File: src/rtl/ser_pkg.sv
// Shared serial-link definitions used by both ends of the bit-serial data path.
package ser_pkg;

   typedef logic [1:0] ser_rx_state_t;

   localparam ser_rx_state_t StIdle  = 2'd0;
   localparam ser_rx_state_t StShift = 2'd1;
   localparam ser_rx_state_t StFlush = 2'd2;
   localparam ser_rx_state_t StDone  = 2'd3;

   localparam int unsigned SER_BYTE_BITS  = 8;
   localparam int unsigned SER_WORD_BYTES = 4;

endpackage

File: src/rtl/ser_deserializer_if.sv
// Serial input plus RAM write port and frame status of the deserializer.
interface ser_deserializer_if #(
   parameter int unsigned ADDR_W = 10,
   parameter int unsigned CNT_W  = 16
) ();

   logic              bit_i;
   logic              bit_valid_i;
   logic              ram_wr_o;
   logic [ADDR_W-1:0] ram_addr_o;
   logic [31:0]       ram_data_o;
   logic              done_o;
   logic [CNT_W-1:0]  byte_cnt_o;
   logic              frame_err_o;
   logic              overrun_o;

   modport master (
      output bit_i, bit_valid_i,
      input  ram_wr_o, ram_addr_o, ram_data_o, done_o, byte_cnt_o, frame_err_o, overrun_o
   );

   modport slave (
      input  bit_i, bit_valid_i,
      output ram_wr_o, ram_addr_o, ram_data_o, done_o, byte_cnt_o, frame_err_o, overrun_o
   );

endinterface

File: src/rtl/ser_deserializer.sv
// Serial-to-parallel receiver: MSB-first bytes packed four per word, written to a
// byte-addressed RAM port, with per-frame byte count and partial-byte error.
module ser_deserializer
   import ser_pkg::*;
#(
   parameter int unsigned ADDR_W = 10,
   parameter int unsigned CNT_W  = 16
) (
   input  logic            clk,
   input  logic            rst_n,
   ser_deserializer_if.slave rx
);

   localparam logic [2:0] LastBit  = 3'(SER_BYTE_BITS - 1);
   localparam logic [1:0] LastLane = 2'(SER_WORD_BYTES - 1);

   ser_rx_state_t     state_q, state_d;
   logic [2:0]        bit_cnt_q, bit_cnt_d;
   logic [6:0]        sh_q, sh_d;
   logic [1:0]        byte_idx_q, byte_idx_d;
   logic [31:0]       word_q, word_d;
   logic [ADDR_W-1:0] addr_q, addr_d;
   logic [CNT_W-1:0]  run_cnt_q, run_cnt_d;
   logic              wr_q, wr_d;
   logic [ADDR_W-1:0] ram_addr_q, ram_addr_d;
   logic [31:0]       ram_data_q, ram_data_d;
   logic              done_q, done_d;
   logic [CNT_W-1:0]  byte_cnt_q, byte_cnt_d;
   logic              frame_err_q, frame_err_d;
   logic              overrun_q, overrun_d;
   logic [7:0]        byte_next;

   always_comb begin
      state_d     = state_q;
      bit_cnt_d   = bit_cnt_q;
      sh_d        = sh_q;
      byte_idx_d  = byte_idx_q;
      word_d      = word_q;
      addr_d      = addr_q;
      run_cnt_d   = run_cnt_q;
      wr_d        = 1'b0;
      ram_addr_d  = ram_addr_q;
      ram_data_d  = ram_data_q;
      done_d      = 1'b0;
      byte_cnt_d  = byte_cnt_q;
      frame_err_d = frame_err_q;
      overrun_d   = overrun_q;
      byte_next   = {sh_q, rx.bit_i};

      case (state_q)
         StIdle: begin
            if (rx.bit_valid_i) begin
               sh_d       = {6'b0, rx.bit_i};
               bit_cnt_d  = 3'd1;
               byte_idx_d = 2'd0;
               word_d     = '0;
               addr_d     = '0;
               ram_addr_d = '0;
               run_cnt_d  = '0;
               state_d    = StShift;
            end
         end
         StShift: begin
            if (rx.bit_valid_i) begin
               sh_d      = byte_next[6:0];
               bit_cnt_d = bit_cnt_q + 3'd1;
               if (bit_cnt_q == LastBit) begin
                  word_d[byte_idx_q*SER_BYTE_BITS +: SER_BYTE_BITS] = byte_next;
                  byte_idx_d = byte_idx_q + 2'd1;
                  if (run_cnt_q != '1) run_cnt_d = run_cnt_q + CNT_W'(1);
                  if (byte_idx_q == LastLane) begin
                     wr_d       = 1'b1;
                     ram_addr_d = addr_q;
                     ram_data_d = word_d;
                     addr_d     = addr_q + ADDR_W'(4);
                     // Start the next word from zeros so a later flush pads unfilled lanes
                     word_d     = '0;
                  end
               end
            end else begin
               state_d = StFlush;
            end
         end
         StFlush: begin
            if (byte_idx_q != 2'd0) begin
               wr_d       = 1'b1;
               ram_addr_d = addr_q;
               ram_data_d = word_q;
               addr_d     = addr_q + ADDR_W'(4);
            end
            // Status is registered on entry to DONE so it lines up with done_o
            done_d      = 1'b1;
            byte_cnt_d  = run_cnt_q;
            frame_err_d = (bit_cnt_q != 3'd0);
            if (rx.bit_valid_i) overrun_d = 1'b1;
            state_d = StDone;
         end
         StDone: begin
            if (rx.bit_valid_i) overrun_d = 1'b1;
            state_d = StIdle;
         end
         default: state_d = StIdle;
      endcase
   end

   always_ff @(posedge clk or negedge rst_n) begin
      if (!rst_n) begin
         state_q     <= StIdle;
         bit_cnt_q   <= '0;
         sh_q        <= '0;
         byte_idx_q  <= '0;
         word_q      <= '0;
         addr_q      <= '0;
         run_cnt_q   <= '0;
         wr_q        <= 1'b0;
         ram_addr_q  <= '0;
         ram_data_q  <= '0;
         done_q      <= 1'b0;
         byte_cnt_q  <= '0;
         frame_err_q <= 1'b0;
         overrun_q   <= 1'b0;
      end else begin
         state_q     <= state_d;
         bit_cnt_q   <= bit_cnt_d;
         sh_q        <= sh_d;
         byte_idx_q  <= byte_idx_d;
         word_q      <= word_d;
         addr_q      <= addr_d;
         run_cnt_q   <= run_cnt_d;
         wr_q        <= wr_d;
         ram_addr_q  <= ram_addr_d;
         ram_data_q  <= ram_data_d;
         done_q      <= done_d;
         byte_cnt_q  <= byte_cnt_d;
         frame_err_q <= frame_err_d;
         overrun_q   <= overrun_d;
      end
   end

   assign rx.ram_wr_o    = wr_q;
   assign rx.ram_addr_o  = ram_addr_q;
   assign rx.ram_data_o  = ram_data_q;
   assign rx.done_o      = done_q;
   assign rx.byte_cnt_o  = byte_cnt_q;
   assign rx.frame_err_o = frame_err_q;
   assign rx.overrun_o   = overrun_q;

endmodule

File: src/flat_wrapper.sv
// flat-port wrapper written by rule: the top's interface ports become plain ports
module ser_deserializer_flat import ser_pkg::*;
#(
   parameter int unsigned ADDR_W = 10,
   parameter int unsigned CNT_W  = 16
)
  (clk, rst_n, rx_bit_i, rx_bit_valid_i, rx_ram_wr_o, rx_ram_addr_o, rx_ram_data_o, rx_done_o, rx_byte_cnt_o, rx_frame_err_o, rx_overrun_o);
  ser_deserializer_if #(.ADDR_W(ADDR_W), .CNT_W(CNT_W)) rx_i ();
  input  logic clk;
  input  logic rst_n;
  input wire logic [$bits(rx_i.bit_i)-1:0] rx_bit_i;
  input wire logic [$bits(rx_i.bit_valid_i)-1:0] rx_bit_valid_i;
  output wire logic [$bits(rx_i.ram_wr_o)-1:0] rx_ram_wr_o;
  output wire logic [$bits(rx_i.ram_addr_o)-1:0] rx_ram_addr_o;
  output wire logic [$bits(rx_i.ram_data_o)-1:0] rx_ram_data_o;
  output wire logic [$bits(rx_i.done_o)-1:0] rx_done_o;
  output wire logic [$bits(rx_i.byte_cnt_o)-1:0] rx_byte_cnt_o;
  output wire logic [$bits(rx_i.frame_err_o)-1:0] rx_frame_err_o;
  output wire logic [$bits(rx_i.overrun_o)-1:0] rx_overrun_o;
  assign rx_i.bit_i = rx_bit_i;
  assign rx_i.bit_valid_i = rx_bit_valid_i;
  assign rx_ram_wr_o = rx_i.ram_wr_o;
  assign rx_ram_addr_o = rx_i.ram_addr_o;
  assign rx_ram_data_o = rx_i.ram_data_o;
  assign rx_done_o = rx_i.done_o;
  assign rx_byte_cnt_o = rx_i.byte_cnt_o;
  assign rx_frame_err_o = rx_i.frame_err_o;
  assign rx_overrun_o = rx_i.overrun_o;
  ser_deserializer #(.ADDR_W(ADDR_W), .CNT_W(CNT_W)) u_core (.clk(clk), .rst_n(rst_n), .rx(rx_i));
endmodule
File: config.mk
export PLATFORM = sky130hd
export DESIGN_NAME = ser_deserializer_flat
export DESIGN_NICKNAME = d
export VERILOG_FILES = /design/src/rtl/ser_pkg.sv /design/src/rtl/ser_deserializer_if.sv /design/src/rtl/ser_deserializer.sv /design/src/flat_wrapper.sv
export SDC_FILE = /design/constraint.sdc
export NUM_CORES = 1
export LEC_CHECK = 0
export ABC_AREA = 1
export ABC_CLOCK_PERIOD_IN_PS = 2000
export CAP_MARGIN = 20
export CORE_MARGIN = 2
export CORE_UTILIZATION = 45
export DETAILED_ROUTE_END_ITERATION = 8
export HOLD_SLACK_MARGIN = 0.12
export PLACE_DENSITY_LB_ADDON = 0.05
export SYNTH_ARGS = -nofsm -noshare
export SYNTH_HDL_FRONTEND = slang
export SYNTH_SLANG_ARGS = --single-unit
File: constraint.sdc
create_clock -name clk -period 2 [get_ports clk]
set_clock_uncertainty 0.15 [all_clocks]
set_input_delay 0.2 -clock clk [delete_from_list [all_inputs] [get_ports clk]]
set_output_delay 0.2 -clock clk [all_outputs]
set_load 0.005 [all_outputs]
After elaboration in Yosys (flattened, before gate mapping)
Index checks and enable logic that the tools add are counted.
Widths: inputs -> output; s select.

storage, ports and cells
  output and inout bits = 62
  word-level logic and storage cells = 94
  bits in registers = 134

cells by class
  shift-type cells = 2
  $add $sub $neg = 5
  reduce and logical (&&, ||, !) cells = 14
  equality and inequality tests = 13
  mux-type cells = 46

operators with widths
  cell                     count
  $mux 32                  8
  $pmux 32 s2              2
  $mux 10                  9
  $mux 16                  4
  $pmux 10 s3              2
  $neg 5->34               1
  $shift 8x34->32 const A  1
  $shiftx 8x34->32         1
  $bwmux 32                1
  $pmux 16 s2              1
  $add 16x1->16 const B    1
  $ne 16x16->1 const B     1
  $mux 7                   2
  $pmux 7 s2               1
  $add 10x3->10 const B    1
  $mux 2                   5
  $reduce_and 5->1         2
  $ne 2x1->1 const B       4
  $pmux 2 s4               1
  $eq 2x2->1 const B       3
  $mux 3                   2
  $ne 2x2->1 const B       3
  $pmux 3 s2               1
  $reduce_and 6->1         1
  14 further kinds         22

Depth between registers and ports, before layout
Gate-level depths: netlist of run 1.

  depth after elaboration = 7
  gate-level depth with buffers = 12

Worst setup path after synthesis of run 1
No wires, ideal clock.

  path kind = register to register
  start point = register u_core.byte_idx_q[0]
  end point = register u_core.addr_q[4]
  period minus slack after synthesis = 2.183 ns
  setup time = 0.119 ns
  required time = 1.731 ns
  path buffers = 3
  slack = -0.183 ns
  cell stages (with the launch flop) = 12
  arrival time = 1.914 ns
  cell sequence = dfrtp_1 buf_2 clkinv_1 buf_2 ha_1 nand2_1 nand3_1 nor2_4 inv_1 buf_2 a21oi_1 nor2_1

on the way
  cells in the longest elaborated chain, start to end = 3
  elaborated cells on any way between the ends = 5
  classes of those cells = eq/ne (3); reduce/logical (2)

ends and longest elaborated chain
  item                                             line                                            text
  start, declared                                  ser_deserializer.sv:20                          logic [1:0] byte_idx_q, byte_idx_d;
  start signal, assigned                           ser_deserializer.sv:126                         byte_idx_q <= byte_idx_d;
  $eq 2x2->1 or $reduce_bool 2->1 (tied branches)  ser_deserializer.sv:71, ser_deserializer.sv:85
  $ne 2x1->1 (no source line)                      n/a
  $reduce_and 6->1 (no source line) *              n/a
  end signal, assigned                             ser_deserializer.sv:128                         addr_q <= addr_d;
  end, declared                                    ser_deserializer.sv:22                          logic [ADDR_W-1:0] addr_q, addr_d;

Mark *: on every way between the ends. The rest lies on a longest branch, timed or not.
A chain may end at the register's enable or synchronous reset.

Worst setup path in the final report of run 1
  start point = register u_core.state_q[0]
  end point = register u_core.ram_data_q[28], in the netlist u_core.rx.ram_data_o[28]

on the way
  cells in the longest elaborated chain, start to end = 3
  elaborated cells on any way between the ends = 9
  classes of those cells = eq/ne (6); mux (1); reduce/logical (2)

ends and longest elaborated chain
  item                                                 line                     text
  start, declared                                      ser_deserializer.sv:17   ser_rx_state_t state_q, state_d;
  start signal, assigned                               ser_deserializer.sv:108  state_q <= StIdle;
  start signal, assigned                               ser_deserializer.sv:123  state_q <= state_d;
  $eq 2x2->1 or $eq 2x1->1 (tied branches)             ser_deserializer.sv:50   case (state_q)
  $ne 2x1->1 (no source line) (tied with other cells)  n/a
  $reduce_and 5->1 (no source line)                    n/a
  end signal, assigned                                 ser_deserializer.sv:132  ram_data_q <= ram_data_d;
  end, declared                                        ser_deserializer.sv:26   logic [31:0] ram_data_q, ram_data_d;

Parallel ways exist; a longest one is shown, timed or not.

==> results of run 1 <==
==> Yosys cell counts, drive strengths merged <==
master    n  area, um2
nand3b    2      15.01
a21oi    14      70.07
clkinv    1      3.750
dfrtp   131       3278
clkbuf   11      41.29
inv      82      307.8
nand3    48      245.2
o21bai    2      15.01
a22o      4      35.03
nand4    16      100.1
nand2   303       1150
o22ai    11      68.82
nor2     52      232.7
xnor2     1      8.760
buf      22      122.6
a22oi     1      7.510
o21ai    92      475.5
o211ai   14      105.1
xor2      4      35.03
ha       17      212.7
a31oi     1      6.260
==> stage by stage <==
stage,worst slack (ns),std cells,total power [uW],hold slack [ns]
after detailed placement,-0.1141,1092,7450,0.2250
after floorplan,0.03153,829,5758,-0.2456
after CTS,0.02439,1129,10810,0.3236
after global placement,-0.06369,1092,7383,0.2365
final,0.01546,1137,11530,0.2995
after global routing,-0.04783,1137,12250,0.3402
==> cell usage in the layout (no fill, tap or decap), types with 2 or more instances in the layout <==
master             n
buf_4             45
nand3b_1           2
o21ai_0           75
inv_2              3
clkbuf_8           3
clkdlybuf4s50_1   64
a21oi_1           13
a22o_1             4
clkbuf_16         21
clkinv_4           2
nand2_1          295
o21ai_1           15
ha_4               2
xor2_1             4
nor2_4             6
nand2_2            5
ha_1              11
nand2_4            3
inv_1             75
buf_12             4
nor2_1            38
o211ai_1          14
bufinv_16          3
nand4_1           16
o22ai_1           11
clkinv_2           3
nand3_2            3
clkinvlp_4         6
o21bai_1           2
clkbuf_1           3
nor2_2             8
nand3_1           45
dfrtp_1          130
buf_6              6
ha_2               4
==> timing repair <==
item,CTS,global route
hold buffers,1,0
pin swaps,1,5
endpoints found under the setup margin,16,61
buffers inserted,4,4
gates resized for setup,2,40
cloned,0,4
endpoints found under the hold margin,131,0
==> final timing paths <==
path                                         startpoint                  endpoint  slack (ns)  cells after the start
worst max-delay path                  u_core.state_q[0]  u_core.rx.ram_data_o[28]        0.02                     10
worst min-delay path                              rst_n  u_core.rx.ram_data_o[26]        0.30                      3
worst max register to register        u_core.state_q[0]  u_core.rx.ram_data_o[28]        0.02                     10
worst min register to register  u_core.rx.byte_cnt_o[4]   u_core.rx.byte_cnt_o[4]        0.32                      2
max in group asynchronous                         rst_n      u_core.byte_idx_q[0]        0.88                      3
min in group clk                u_core.rx.byte_cnt_o[4]   u_core.rx.byte_cnt_o[4]        0.32                      2
==> metal layers <==
layer  vias up  wire (um)  track usage
met2       138       7194       0.3047
met4         0        265      0.07667
met3        23        718      0.04510
li1       2893          -            -
met5         -          0            0
met1      2784       8325       0.3206
==> critical path: cells and delay by family (launching register included) <==
kind / cells / cell delay (ns)
compound gates: 1 / 0.09
fa+ha+maj: 1 / 0.16
buf+inv: 6 / 0.90
simple gates: 2 / 0.20
flops: 1 / 0.40
==> registers in the layout, indices dropped and copies added, names as in the netlist, 3 cells and up <==
name,flops
u_core.addr_q,8
u_core.bit_cnt_q,3
u_core.run_cnt_q,16
u_core.rx.byte_cnt_o,16
u_core.rx.ram_addr_o,9
u_core.rx.ram_data_o,32
u_core.sh_q,7
u_core.word_q,32
==> power by group through the flow <==
stage                     combinational [uW]  sequential (uW)  clock, uW
after floorplan                         2360             3400          0
after global placement                  3970             3410          0
after detailed placement                4030             3420          0
after CTS                               4170             3380       3250
after global routing                    5420             3440       3390
final                                   4930             3390       3210
==> logic make-up after synthesis <==
kind of cell,Yosys count
compound gates,139
xor+xnor,5
fa+ha+maj,17
buf+inv,116
flops,131
simple gates,421
==> area by class of cell <==
| cell class | count | area share |
|---|---|---|
| flip-flops and latches | 131 | 0.3822 |
| clock inverters | 9 | 0.01487 |
| multi-input cells | 582 | 0.3358 |
| repair buffers | 125 | 0.1458 |
| clock buffers | 23 | 0.05570 |
| inverters | 83 | 0.03879 |
| well taps | 184 | 0.02683 |
==> flow_summary.toml, run 1 <==
[status]
status = "finished, final reports clean"

[yosys]
synth_top_family_by_area = "simple AND/OR/NAND/NOR gates"
synthXorXnorAreaFrac = 0.006700
netlist_instances = 829
synth-compound-area-share = 0.1198
synth_warnings = 0
ys_seq_elements = 131
muxShareOfSynthArea = 0
syn_area_mm2 = 0.006536
synth.lib_cells_used.distinct = 33
syn-num-nets = 850
ys_seq_area_frac = 0.5015
syn_avg_cell_area_um2 = 7.885
yosys.area_share.simple = 0.2667
synth_fa_ha_area_frac = 0.03254

[placement]
gp_congestion = 0.9017
placement.io_buffers = 65
dp_hpwl_um = 10650
dpl_cell_area_mm2 = 0.007659

[power]
p_per_area_mw_per_mm2 = 1343
irDropWorstVdd_mv = 0.7680
p_clk_frac = 0.278
pwr-share-comb = 0.428
netSwitchingFraction = 0.3639
leakage_uw = 0.004125
pwr-share-seq = 0.294
p_sw_uw = 4194
internal-power_uw = 7333

[drt]
drtPass1Iterations = 5
vias = 5838
drt_wl_total_um = 16500
drtIter0Drc = 509
ant_nets = 0
drc = 0
wl_per_cell_um = 14.51
viasPerCell = 5.135

[worst_setup_path]
crit_arrival_ns = 2.19
critPathKind = "reg2reg"
end_kind = "flip-flop"
cp_max_fo = 10
start_kind = "flip-flop"
required_ns = 2.20
crit_chain = "buf_6 -> clkinvlp_4 -> ha_4 -> buf_6 -> clkinvlp_4 -> buf_4 -> clkbuf_16 -> o211ai_1 -> nand3_1 -> nand2_1"
slowest_delay_ns = 0.40
crit_slowest_cell = "dfrtp_1"

[floorplan]
ioPinCount = 66
initial_core_util = 0.4549
dieHeight_um = 124.5
die_w_um = 124.5
dieArea_mm2 = 0.01551
row_count = 44
coreArea_mm2 = 0.01437

[timing]
period_needed_ns = 1.985
worst_slew_pin_slew_ns = 0.6897
final-hold-violation-count = 0
setup_violations = 0
drv_slew = 0
setup-tns-final_ns = 0
rsz0062_at_grt = "yes"
slew_headroom = 0.5402
max_freq_ghz = 0.5039
finalCritPeriodShare = 0.9923

[layout]
final_nets = 961
drive_gt1_frac = 0.1385
multiInputGateArea_mm2 = 0.002882
diodes = 0
fillers = 1270
syn2layout_area_growth_pct = 31.28
seq_area_mm2 = 0.003279
utilization = 0.5972
fin_area_mm2 = 0.008581

[clocking]
cts_max_level = 4
cts.sinks = 131
clock_latency_ns = 0.42
clk_pin_slew_ns = 0.06
cts-buffers-inserted = 17
cts_tree = "done"
cts_buffer_depth = 2
clockRootBuffer = "clkbuf_16"

[grt]
grt.overflow.total = 0
grt_pass1_wl_um = 26920
grt_max_degree = 132
grt_util_all_layers = 0.2133
grt_pass1_vias = 5430
antenna_found_initial = 0

[flow_run]
maxCapViolations = 0

[min_path]
hold_path.class = "in2async"
Power figures use the tool's default switching activity.
==> run 2: changes to the inputs <==
--- a/config.mk
+++ b/config.mk
@@ -9,7 +9,7 @@
 export ABC_CLOCK_PERIOD_IN_PS = 2000
 export CAP_MARGIN = 20
 export CORE_MARGIN = 2
-export CORE_UTILIZATION = 45
+export CORE_UTILIZATION = 25
 export DETAILED_ROUTE_END_ITERATION = 8
 export HOLD_SLACK_MARGIN = 0.12
 export PLACE_DENSITY_LB_ADDON = 0.05
==> run 2 against run 1 <==
Against the previous run:
- flip-flop and latch count stayed put
- count of clock-buffer cells in the layout unchanged
- first-iteration DRC count shrank 39%
- largest cell class unchanged
- core utilization shrank 26 points
- critical path depth is the same
- worst hold slack worse by 0.12 ns
- register-to-register slack better by 0.10 ns
- cell count up 14%
- clock power grew 13%
- die area is 77% higher
- sequential share of layout area down 1.0 points
- final area grew 2.7%
==> flow_summary.toml, run 2 (synthesized netlist as in run 1, its figures left out) <==
[grt]
grt_max_degree = 58
antenna_found_initial = 0
grt_pass1_vias = 5844
grt.overflow.total = 0
grt_util_all_layers = 0.1401
grt_pass1_wl_um = 30820

[power]
p_per_area_mw_per_mm2 = 1310
p_total_uw = 11550
leakage_uw = 0.004173
irDropWorstVdd_mv = 0.5670

[timing]
rsz0062_at_grt = "yes"
final-hold-violation-count = 0
period_needed_ns = 1.885
worst_slew_pin_slew_ns = 0.5815
whs_ns = 0.1772
setup-tns-final_ns = 0
drv_slew = 0
setup_violations = 0
slew_headroom = 0.6123
finalCritPeriodShare = 0.9425
max_freq_ghz = 0.5305

[clocking]
cts.sinks = 131
cts-buffers-inserted = 17
cts_buffer_depth = 2
cts_max_level = 4
clock_latency_ns = 0.42
cts_tree = "done"
clk_pin_slew_ns = 0.06
clockRootBuffer = "clkbuf_16"

[drt]
drtPass1Iterations = 5
drc = 0
vias = 5660
viasPerCell = 4.371
ant_nets = 0
drtIter0Drc = 313
wl_per_cell_um = 14.31
drt_wl_total_um = 18530

[worst_setup_path]
critPathKind = "reg2reg"
rrSetupSlack_ns = 0.12
required_ns = 2.14
start_kind = "flip-flop"
crit_chain = "ha_2 -> buf_4 -> nand2_1 -> nand2_4 -> nor2_4 -> inv_2 -> buf_12 -> buf_4 -> nand2_1 -> o21ai_0"
cp_max_fo = 12
crit_arrival_ns = 2.03
worst-path-buf-inv = 4
critPathTopFamily = "buffers and inverters"
crit_slowest_cell = "dfrtp_1"
slowest_delay_ns = 0.39
end_kind = "flip-flop"

[layout]
final_common_cell = "nand2_1"
layout_common_cells = "298 x nand2_1, 131 x dfrtp_1, 77 x inv_1"
final_nets = 968
drive_gt1_frac = 0.1385
stdcell_count = 1295
syn2layout_area_growth_pct = 34.86
utilization = 0.3412
diodes = 0

[floorplan]
initial_core_util = 0.2530
coreArea_mm2 = 0.02584
dieArea_mm2 = 0.02745
row_count = 59
dieHeight_um = 165.7
die_w_um = 165.7
ioPinCount = 66

[placement]
gp_congestion = 0.7673
dp_hpwl_um = 13230
placement.io_buffers = 65
dp.cells = 1259

[flow_run]
maxCapViolations = 0

[status]
status = "finished, final reports clean"

[min_path]
hold_path.class = "in2async"
==> run 2: changes by cell type in the layout (fill, tap and decap cells not counted), moves of 2 or more <==
cell        before  now
buf_4           45   53
clkbuf_16       21   17
buf_12           4    7
bufinv_16        3    6
clkinvlp_4       6    3
nand2_1        295  298
inv_1           75   77
nand2_2          5    3
nor2_2           8   10
==> run 2: worst register-to-register path, delay by kind of cell (launching register included) <==
family	cells	cell delay [ns]
flops	1	0.39
fa+ha+maj	1	0.22
buf+inv	4	0.53
simple gates	4	0.38
compound gates	1	0.08
==> run 2: path summary, 6_finish.rpt <==
| path | start | end | cells past startpoint |
|---|---|---|---|
| worst min-delay path | rst_n | u_core.word_q[26] | 2 |
| worst max register to register | u_core.state_q[0] | u_core.rx.ram_data_o[31] | 10 |
| max in group asynchronous | rst_n | u_core.run_cnt_q[10] | 3 |
| worst max-delay path | u_core.state_q[0] | u_core.rx.ram_data_o[31] | 10 |
| min in group clk | u_core.rx.byte_cnt_o[9] | u_core.rx.byte_cnt_o[9] | 2 |
| worst min register to register | u_core.rx.byte_cnt_o[9] | u_core.rx.byte_cnt_o[9] | 2 |
==> run 2: final cells by class <==
| type | instances | area (um2) |
|---|---|---|
| clock inverter | 9 | 197.7 |
| clock buffer | 23 | 488.0 |
| inverter | 83 | 320.3 |
| timing repair buffer | 131 | 1256 |
| timing repair inverter | 1 | 7.507 |
| sequential | 131 | 3278 |
| fill | 2703 | 17020 |
| multi-input combinational | 582 | 2848 |
| tap | 335 | 419.2 |
==> run 2: power by group <==
group          internal, uW  switching (uW)
clock                  2470            1150
combinational          1920            2590
sequential             3090             324
==> run 2: repair_timing <==
item	CTS	global route
endpoints found under the hold margin	131	0
pin swaps	0	5
resized for setup	3	24
gates cloned	0	1
setup buffers	0	2
endpoints found under the setup margin	17	92
hold buffers	1	0
==> run 2: metrics by stage <==
| stage | setup WS (ns) | instance area, um2 |
|---|---|---|
| CTS | 0.01422 | 8700 |
| finish | 0.1151 | 8815 |
| global route | -0.004631 | 8815 |
| floorplan | 0.03153 | 6554 |
| global placement | -0.2151 | 7996 |
| detailed placement | -0.2473 | 7996 |
==> run 2: per-layer routing <==
layer,track usage,wire length [um],up-vias
met3,0.02652,464,13
met2,0.2266,8525,74
met4,0.04423,172,0
li1,-,-,2903
met5,0,0,-
met1,0.1898,9365,2670
==> run 3: changes to the inputs <==
--- a/config.mk
+++ b/config.mk
@@ -13,6 +13,7 @@
 export DETAILED_ROUTE_END_ITERATION = 8
 export HOLD_SLACK_MARGIN = 0.12
 export PLACE_DENSITY_LB_ADDON = 0.05
+export SLEW_MARGIN = 20
 export SYNTH_ARGS = -nofsm -noshare
 export SYNTH_HDL_FRONTEND = slang
 export SYNTH_SLANG_ARGS = --single-unit
==> results of run 3 <==
Final layout, timing and power as in run 2 (identical DEF).
